File: src/rtl/rvv_backend_alu_viota_prefix.sv
// viota prefix counter: counts active mask bits CHUNK per cycle and
// produces per-64-bit-half inclusive prefix counts for the ALU p1 stage.
`ifndef VLEN
`define VLEN 128
`endif
`ifndef ROB_DEPTH_WIDTH
`define ROB_DEPTH_WIDTH 5
`endif

module rvv_backend_alu_viota_prefix #(
  parameter int VLEN  = `VLEN,
  parameter int CHUNK = 16
) (
  input  logic                                      clk,
  input  logic                                      rst_n,
  input  logic                                      flush,
  input  logic                                      in_valid,
  output logic                                      in_ready,
  input  logic [VLEN-1:0]                           in_src,
  input  logic [VLEN-1:0]                           in_v0,
  input  logic                                      in_vm,
  input  logic [$clog2(VLEN):0]                     in_vl,
  input  logic [`ROB_DEPTH_WIDTH-1:0]               in_rob_entry,
  output logic                                      out_valid,
  input  logic                                      out_ready,
  output logic [1:0][63:0][$clog2(VLEN)-1:0]        out_viota_per64,
  output logic [`ROB_DEPTH_WIDTH-1:0]               out_rob_entry
);

  localparam int CW          = $clog2(VLEN);
  localparam int VLW         = $clog2(VLEN) + 1;
  localparam int NCHUNK      = VLEN / CHUNK;
  localparam int KW          = $clog2(NCHUNK);
  localparam int HALF_CHUNKS = 64 / CHUNK;

  typedef enum logic [1:0] {
    IDLE = 2'd0,
    BUSY = 2'd1,
    DONE = 2'd2
  } state_t;

  state_t                          state_r;
  state_t                          nxt_s;
  logic [KW-1:0]                   chunk_r;
  logic [CW-1:0]                   acc_r;
  logic [VLEN-1:0]                 act_r;
  logic [VLEN-1:0]                 act_s;
  logic [1:0][63:0][CW-1:0]        viota_r;
  logic [`ROB_DEPTH_WIDTH-1:0]     rob_r;
  logic [CHUNK-1:0]                chunk_bits_s;
  logic [CW-1:0]                   base_s;
  logic [CHUNK-1:0][CW-1:0]        pre_s;
  logic                            accept_s;
  logic                            step_s;

  assign in_ready        = rst_n & ~flush & (state_r == IDLE);
  assign accept_s        = in_valid & in_ready;
  assign step_s          = (state_r == BUSY) & ~flush;
  assign out_valid       = (state_r == DONE);
  assign out_viota_per64 = viota_r;
  assign out_rob_entry   = rob_r;

  // Active-bit vector, frozen into act_r on acceptance.
  always_comb begin
    act_s = '0;
    for (int i = 0; i < VLEN; i++) begin
      act_s[i] = in_src[i] & (in_vm | in_v0[i]) & (VLW'(i) < in_vl);
    end
  end

  // Chunk select and local inclusive prefix; each 64-bit half restarts from zero.
  always_comb begin : prefix_blk
    logic [CW-1:0] run;
    chunk_bits_s = '0;
    for (int k = 0; k < NCHUNK; k++) begin
      if (chunk_r == KW'(k)) begin
        chunk_bits_s = act_r[k*CHUNK +: CHUNK];
      end else begin
        chunk_bits_s = chunk_bits_s;
      end
    end
    if ((int'(chunk_r) % HALF_CHUNKS) == 0) begin
      base_s = {CW{1'b0}};
    end else begin
      base_s = acc_r;
    end
    run = base_s;
    for (int t = 0; t < CHUNK; t++) begin
      run      = run + CW'(chunk_bits_s[t]);
      pre_s[t] = run;
    end
  end

  // Next-state logic; flush overrides everything.
  always_comb begin
    nxt_s = state_r;
    case (state_r)
      IDLE: begin
        if (accept_s) nxt_s = BUSY;
        else          nxt_s = IDLE;
      end
      BUSY: begin
        if (chunk_r == KW'(NCHUNK - 1)) nxt_s = DONE;
        else                            nxt_s = BUSY;
      end
      DONE: begin
        if (out_ready) nxt_s = IDLE;
        else           nxt_s = DONE;
      end
      default: nxt_s = IDLE;
    endcase
    if (flush) begin
      nxt_s = IDLE;
    end else begin
      nxt_s = nxt_s;
    end
  end

  // State register.
  always_ff @(posedge clk) begin
    if (!rst_n) begin
      state_r <= IDLE;
    end else begin
      state_r <= nxt_s;
    end
  end

  // Operand capture, chunk walk and result storage.
  always_ff @(posedge clk) begin
    if (!rst_n) begin
      chunk_r <= {KW{1'b0}};
      acc_r   <= {CW{1'b0}};
      act_r   <= {VLEN{1'b0}};
      viota_r <= '0;
      rob_r   <= {`ROB_DEPTH_WIDTH{1'b0}};
    end else if (accept_s) begin
      chunk_r <= {KW{1'b0}};
      acc_r   <= {CW{1'b0}};
      act_r   <= act_s;
      rob_r   <= in_rob_entry;
    end else if (step_s) begin
      for (int k = 0; k < NCHUNK; k++) begin
        for (int t = 0; t < CHUNK; t++) begin
          if (chunk_r == KW'(k)) begin
            viota_r[(k*CHUNK+t)/64][(k*CHUNK+t)%64] <= pre_s[t];
          end
        end
      end
      acc_r   <= pre_s[CHUNK-1];
      chunk_r <= chunk_r + KW'(1);
    end else begin
      chunk_r <= chunk_r;
    end
  end

endmodule

File: config.mk
export PLATFORM = sky130hd
export DESIGN_NAME = rvv_backend_alu_viota_prefix
export DESIGN_NICKNAME = d
export VERILOG_FILES = /design/src/rtl/rvv_backend_alu_viota_prefix.sv
export SDC_FILE = /design/constraint.sdc
export NUM_CORES = 2
export LEC_CHECK = 0
export ABC_AREA = 1
export BUFFER_PORTS_ARGS = -buffer_cell sky130_fd_sc_hd__buf_2
export CAP_MARGIN = 10
export CORE_AREA = 2 2 452 454
export DETAILED_ROUTE_END_ITERATION = 10
export DIE_AREA = 0 0 454 456
export PLACE_DENSITY = 0.39
export REMOVE_ABC_BUFFERS = 1
export SLEW_MARGIN = 5
export SYNTH_ARGS = -nofsm -noshare
export SYNTH_HDL_FRONTEND = slang
export SYNTH_SLANG_ARGS = --single-unit
File: constraint.sdc
create_clock -name clk -period 12.9 [get_ports clk]
set_input_delay 1.29 -clock clk [delete_from_list [all_inputs] [get_ports clk]]
set_output_delay 1.29 -clock clk [all_outputs]
set_load 0.05 [all_outputs]
== Yosys cells after proc, flatten, opt, wreduce, memory -nomap -nowiden ==
Index checks and enable logic that the tools add are counted.

* Register bits: 1041
* Output and inout bits: 903

* Add/subtract/negate cells: 17
* Order comparisons: 128
* Eq/ne operators: 9
* Muxes and demuxes: 13
* Bitwise gates (word level): 391
* Reduce and logical (&&, ||, !) cells: 13

{| class="wikitable"
|+ Operators with widths
! operator !! number
|-
| < comparator 7 x 8 -> 1 bit, first input constant || 64
|-
| bitwise AND 1 bit || 260
|-
| < comparator 6 x 8 -> 1 bit, first input constant || 32
|-
| < comparator 5 x 8 -> 1 bit, first input constant || 16
|-
| two-way mux 16 bit || 8
|-
| OR 1 bit || 128
|-
| adder 7 x 1 -> 7 bit || 16
|-
| < comparator 4 x 8 -> 1 bit, first input constant || 8
|-
| zero test 32 bit || 1
|-
| < comparator 3 x 8 -> 1 bit, first input constant || 4
|-
| AND reduction 3 bit || 8
|-
| < comparator 1 x 8 -> 1 bit, first input constant || 2
|-
| < comparator 2 x 8 -> 1 bit, first input constant || 2
|-
| == test 3 bit, second input constant || 4
|-
| two-way mux 7 bit || 1
|-
| == test 3 x 2 -> 1 bit, second input constant || 2
|-
| case mux 2 bit (3 select lines) || 1
|-
| two-way mux 2 bit || 2
|-
| OR reduction 2 bit || 2
|-
| adder 3 x 1 -> 3 bit, second input constant || 1
|-
| == test 3 x 1 -> 1 bit, second input constant || 1
|-
| zero test 3 bit || 1
|-
| NOT 1 bit || 3
|-
| == test 2 x 1 -> 1 bit, second input constant || 1
|-
| other kinds (3) || 3
|}

== Logic depth before layout (Yosys ltp) ==
* Depth after elaboration: 25
* Gate-level depth with buffers: 61
* Depth with buffers taken out: 57

== Worst setup path before layout ==
OpenSTA, ideal clock, no wires.

* Path kind: register -> register
* Start point: register chunk_r[0]
* End point: register acc_r[6]
* Library setup time: 109 ps
* Arrival time: 7501 ps
* Data required time: 12791 ps
* Path slack: 5290 ps
* Stages on the path, launching flop included: 38
* Buffers on the path: 1
* Cells stage by stage: dfxtp_1 inv_1 ha_1 inv_2 nor2_1 clkbuf_1 a31oi_1 o22ai_1 nand2_1 o211ai_1 o211ai_1 a31oi_1 ha_1 ha_1 ha_1 ha_1 ha_1 ha_1 (+2 left out) ha_1 ha_1 ha_1 ha_1 ha_1 ha_1 ha_1 ha_1 ha_1 inv_1 nor2_1 nand3_1 nor2_1 nand2_2 nand3_4 nand3_1 nand2_1 inv_1

{| class="wikitable"
|+ RTL lines
! item !! RTL line !! RTL
|-
| start: declaration || 44 || <nowiki>logic [KW-1:0] chunk_r;</nowiki>
|-
| start signal: assignment || 131 || <nowiki>chunk_r <= {KW{1'b0}};</nowiki>
|-
| start signal: assignment || 137 || <nowiki>chunk_r <= {KW{1'b0}};</nowiki>
|-
| start signal: assignment || 150 || <nowiki>chunk_r <= chunk_r + KW'(1);</nowiki>
|-
| end signal: assignment || 132 || <nowiki>acc_r <= {CW{1'b0}};</nowiki>
|-
| end signal: assignment || 138 || <nowiki>acc_r <= {CW{1'b0}};</nowiki>
|-
| end signal: assignment || 149 || <nowiki>acc_r <= pre_s[CHUNK-1];</nowiki>
|-
| end: declaration || 45 || <nowiki>logic [CW-1:0] acc_r;</nowiki>
|}

==> key figures <==
Run status
  • Status: completed

Critical path
  • Crit path largest cell delay: 0.67 ns
  • CP dominant cell by count: ha_1
  • Startpoint types: flip-flop
  • Critical path peak fanout: 16
  • Worst Path Arrival: 11.88 ns
  • WP data required: 13.62 ns
  • Crit path launch: chunk_r[0]$_SDFFE_PP0P_
  • Crit path max-delay cell type: ha_1
  • Critical R2R Launch: chunk_r[0]$_SDFFE_PP0P_
  • WS Path Type: flip-flop to flip-flop
  • Critical path endpoint category: flip-flop

GRT
  • GR Overflow Total: 0
  • Initial antenna violation count: 12
  • First-pass GRT wire length: 307,000 um
  • GRT Total Usage: 20.7%
  • Largest net degree at the start of global routing: 210
  • Vias in the first global route: 38.6k

Pwr
  • Sw Pwr: 1.92 mW
  • Combinational power share: 6.7%
  • Sequential share of power: 43.9%
  • Int Pwr: 5.48 mW
  • Power Density: 136 nW/um^2
  • P_leak: 27.5 nW
  • Clk pwr share: 49.4%
  • Peak VDD IR: 0.131 mV
  • Switching share of power: 25.9%

Clocking
  • CTS tree: done
  • Worst skew pair latency: 0.80 ns
  • CTS Buf Count: 130
  • Post_cts resized: 0
  • CTS Buffer Depth: 3
  • H-tree Lvls: 4
  • Post-CTS setup buffer count: 0
  • Worst-path clk slew: 0.06 ns
  • Root Buffer: clkbuf_16
  • Total clock sinks: 1,041
  • Hold_buf cts: 0

Yosys
  • Largest area contributor in the netlist: dfxtp_1
  • FF+latch count, synth: 1,041
  • Top_reg_cell synth: dfxtp_1
  • Asr flop ratio synth: 0%
  • Syn. warnings: 0
  • Syn_area_per_cell: 7.77 sq um
  • Area share of the largest cell type after synthesis: 49.5%
  • Unique masters post-synth: 43
  • Top cells by area, synth: dfxtp_1 50%, o21ai_0 8.4%, nand2_1 6.7%
  • Sequential share of the synthesized area: 49.5%
  • EDFF count, synth: 0
  • Syn Inst Count: 5,412
  • Cell Area, Synth: 42,100 sq um

Routing
  • Met1 WL: 89,100 um
  • Via density: 4.52
  • Via count: 41.3k
  • Met2 wire length: 110,000 um
  • Residual DRC: 0
  • DR iter-0 viols: 3,254
  • Wire per inst: 24.5 um
  • DRT Wirelength: 224,000 um
  • Pre-Repair DR Iteration Count: 6
  • Top Metal Used: met5
  • Met3 wire length: 14,500 um
  • Antenna-violating nets left: 0

Floorplanning
  • Io pins: 1,178
  • Row cnt: 165
  • Die X: 454 um
  • Core area: 202,000 sq um
  • Die area: 207,000 sq um
  • Initial Util: 20.9%
  • Die height: 456 um

STA
  • Setup TNS: 0 ns
  • Worst Setup Slack, final: 1.74 ns
  • Hold slack final: 0.438 ns
  • Final setup violation count: 0
  • Relative slew slack: 17.4%
  • Fin. Hold Viols: 0
  • RSZ-0062 raised after global routing: no
  • Max-slew violations: 0
  • Period utilisation layout: 86.5%
  • FMAX: 0.0896 GHz
  • Slew @ Worst Pin: 1.24 ns
  • Tmin final: 11.16 ns
  • Clock skew: 0.0333 ns

Final layout
  • # fillers: 22.1k
  • NumNets Final: 6,688
  • Synth-to-layout area growth: 29.6%
  • Layout cell share with drive strength beyond 1: 25.5%

Worst hold path
  • Min-delay worst type: flip-flop to flip-flop
  • Start point of the worst hold path: out_viota_per64[482]$_SDFFE_PN0P_

Placement
  • Post-DP HPWL: 163,000 um
  • Dpl ws: 1.77 ns
  • Number of I/O port buffers: 1,177
  • Routability cong.: 0.875

Run
  • Max_cap viols: 0
state kept, by name, summed over array words and instances (netlist names):
register,cells
out_viota_per64,896
act_r,128
acc_r,7
out_rob_entry,5
chunk_r,3
state_r,2
power by group through the flow:
stage	clock, mW	sequential (mW)	combinational, mW
detailed placement	0	3.32	0.503
CTS	3.77	3.25	0.506
global route	3.88	3.25	0.531
floorplan	0	3.34	0.178
global placement	0	3.32	0.496
finish	3.66	3.25	0.497
path summary, 6_finish.rpt:
path	to	slack, ns	cells after the start
setup / recovery	out_viota_per64[109]$_SDFFE_PN0P_	1.74	36
hold / removal	out_viota_per64[482]$_SDFFE_PN0P_	0.44	2
setup reg to reg	out_viota_per64[109]$_SDFFE_PN0P_	1.74	36
hold reg to reg	out_viota_per64[482]$_SDFFE_PN0P_	0.44	2
synthesized netlist by cell type, types with 19 or more instances:
cell	count
o2111ai_1	53
nand2_2	64
o211ai_1	353
nand2_1	753
inv_2	30
inv_1	577
dfxtp_1	1041
o21ai_0	709
nand3_2	23
ha_1	38
a21oi_1	330
buf_1	55
nor2_1	668
nand3_1	145
o32ai_1	19
nand2_4	45
clkbuf_1	339
area by class of cell:
| cell class | instances | area, sq um | share of cell area [%] |
|---|---|---|---|
| Inverter | 612 | 2300 | 4.23 |
| Clock inverter | 43 | 475 | 0.872 |
| Multi-Input combinational cell | 3336 | 17300 | 31.7 |
| Sequential cell | 1041 | 20800 | 38.2 |
| Clock buffer | 186 | 3720 | 6.82 |
| Timing Repair Buffer | 1254 | 6510 | 11.9 |
| Antenna cell | 4 | 10.0 | 0.0184 |
| Tap cell | 2672 | 3340 | 6.13 |
critical path, delay by kind of cell (launching register included):
| family | cells | cell delay [ns] |
|---|---|---|
| adders and majority gates | 17 | 7.62 |
| buffers and inverters | 7 | 1.01 |
| AOI/OAI and AO/OA | 7 | 0.97 |
| and+or+nand+nor | 4 | 0.64 |
| xor gates and xnor gates | 1 | 0.51 |
| DFF | 1 | 0.34 |
per-stage QoR:
stage | area (sq um) | cells | total power, mW | utilization [%]
final | 54500 | 9148 | 7.41 | 27.0
after detailed placement | 50300 | 8915 | 3.83 | 24.9
after floorplan | 40300 | 4989 | 3.52 | -
after global placement | 50300 | 8914 | 3.82 | 24.9
after global routing | 54500 | 9145 | 7.67 | 27.0
after CTS | 54500 | 9144 | 7.52 | 27.0
metal layers:
metal | GRT usage, % | vias to the layer above
met2 | 35.9 | 1480
met5 | 0 | -
met1 | 24.2 | 19604
met4 | 9.15 | 4
met3 | 4.74 | 330
li1 | - | 19931
logic make-up (layout without fill, tap and decap cells):
| group | Yosys count | count (layout) | synth area share [%] |
|---|---|---|---|
| flops | 1041 | 1041 | 49.5 |
| simple gates | 1719 | 1719 | 17.5 |
| xor+xnor | 5 | 5 | 0.140 |
| compound gates | 1574 | 1574 | 22.1 |
| buf+inv | 1035 | 2095 | 9.57 |
| fa+ha+maj | 38 | 38 | 1.13 |
| other cells | 0 | 4 | 0 |
placed cells by master, fill, tap and decap left out, types with 8 or more instances in the layout:
| cell type | netlist | layout |
|---|---|---|
| clkbuf_1 | 339 | 33 |
| o211ai_1 | 353 | 353 |
| nor2_2 | 6 | 8 |
| inv_1 | 577 | 568 |
| clkbuf_8 | 0 | 21 |
| ha_1 | 38 | 38 |
| inv_6 | 0 | 8 |
| a32o_1 | 8 | 8 |
| buf_4 | 10 | 75 |
| nand2_2 | 64 | 65 |
| nor2_4 | 2 | 9 |
| nand3_1 | 145 | 145 |
| a31oi_1 | 17 | 17 |
| o22ai_1 | 17 | 17 |
| o31ai_1 | 17 | 17 |
| nor2_1 | 668 | 659 |
| inv_2 | 30 | 37 |
| nand2_4 | 45 | 47 |
| a221oi_1 | 13 | 13 |
| buf_2 | 6 | 1175 |
| nand3_2 | 23 | 23 |
| o32ai_1 | 19 | 19 |
| o2111ai_1 | 53 | 53 |
| clkinv_2 | 0 | 19 |
| dfxtp_1 | 1041 | 1041 |
| o21ai_1 | 14 | 14 |
| a21oi_1 | 330 | 330 |
| o21ai_0 | 709 | 709 |
| nand2_1 | 753 | 750 |
| clkbuf_16 | 0 | 132 |
| o221ai_1 | 16 | 16 |
(Power assumes the default switching activity.)
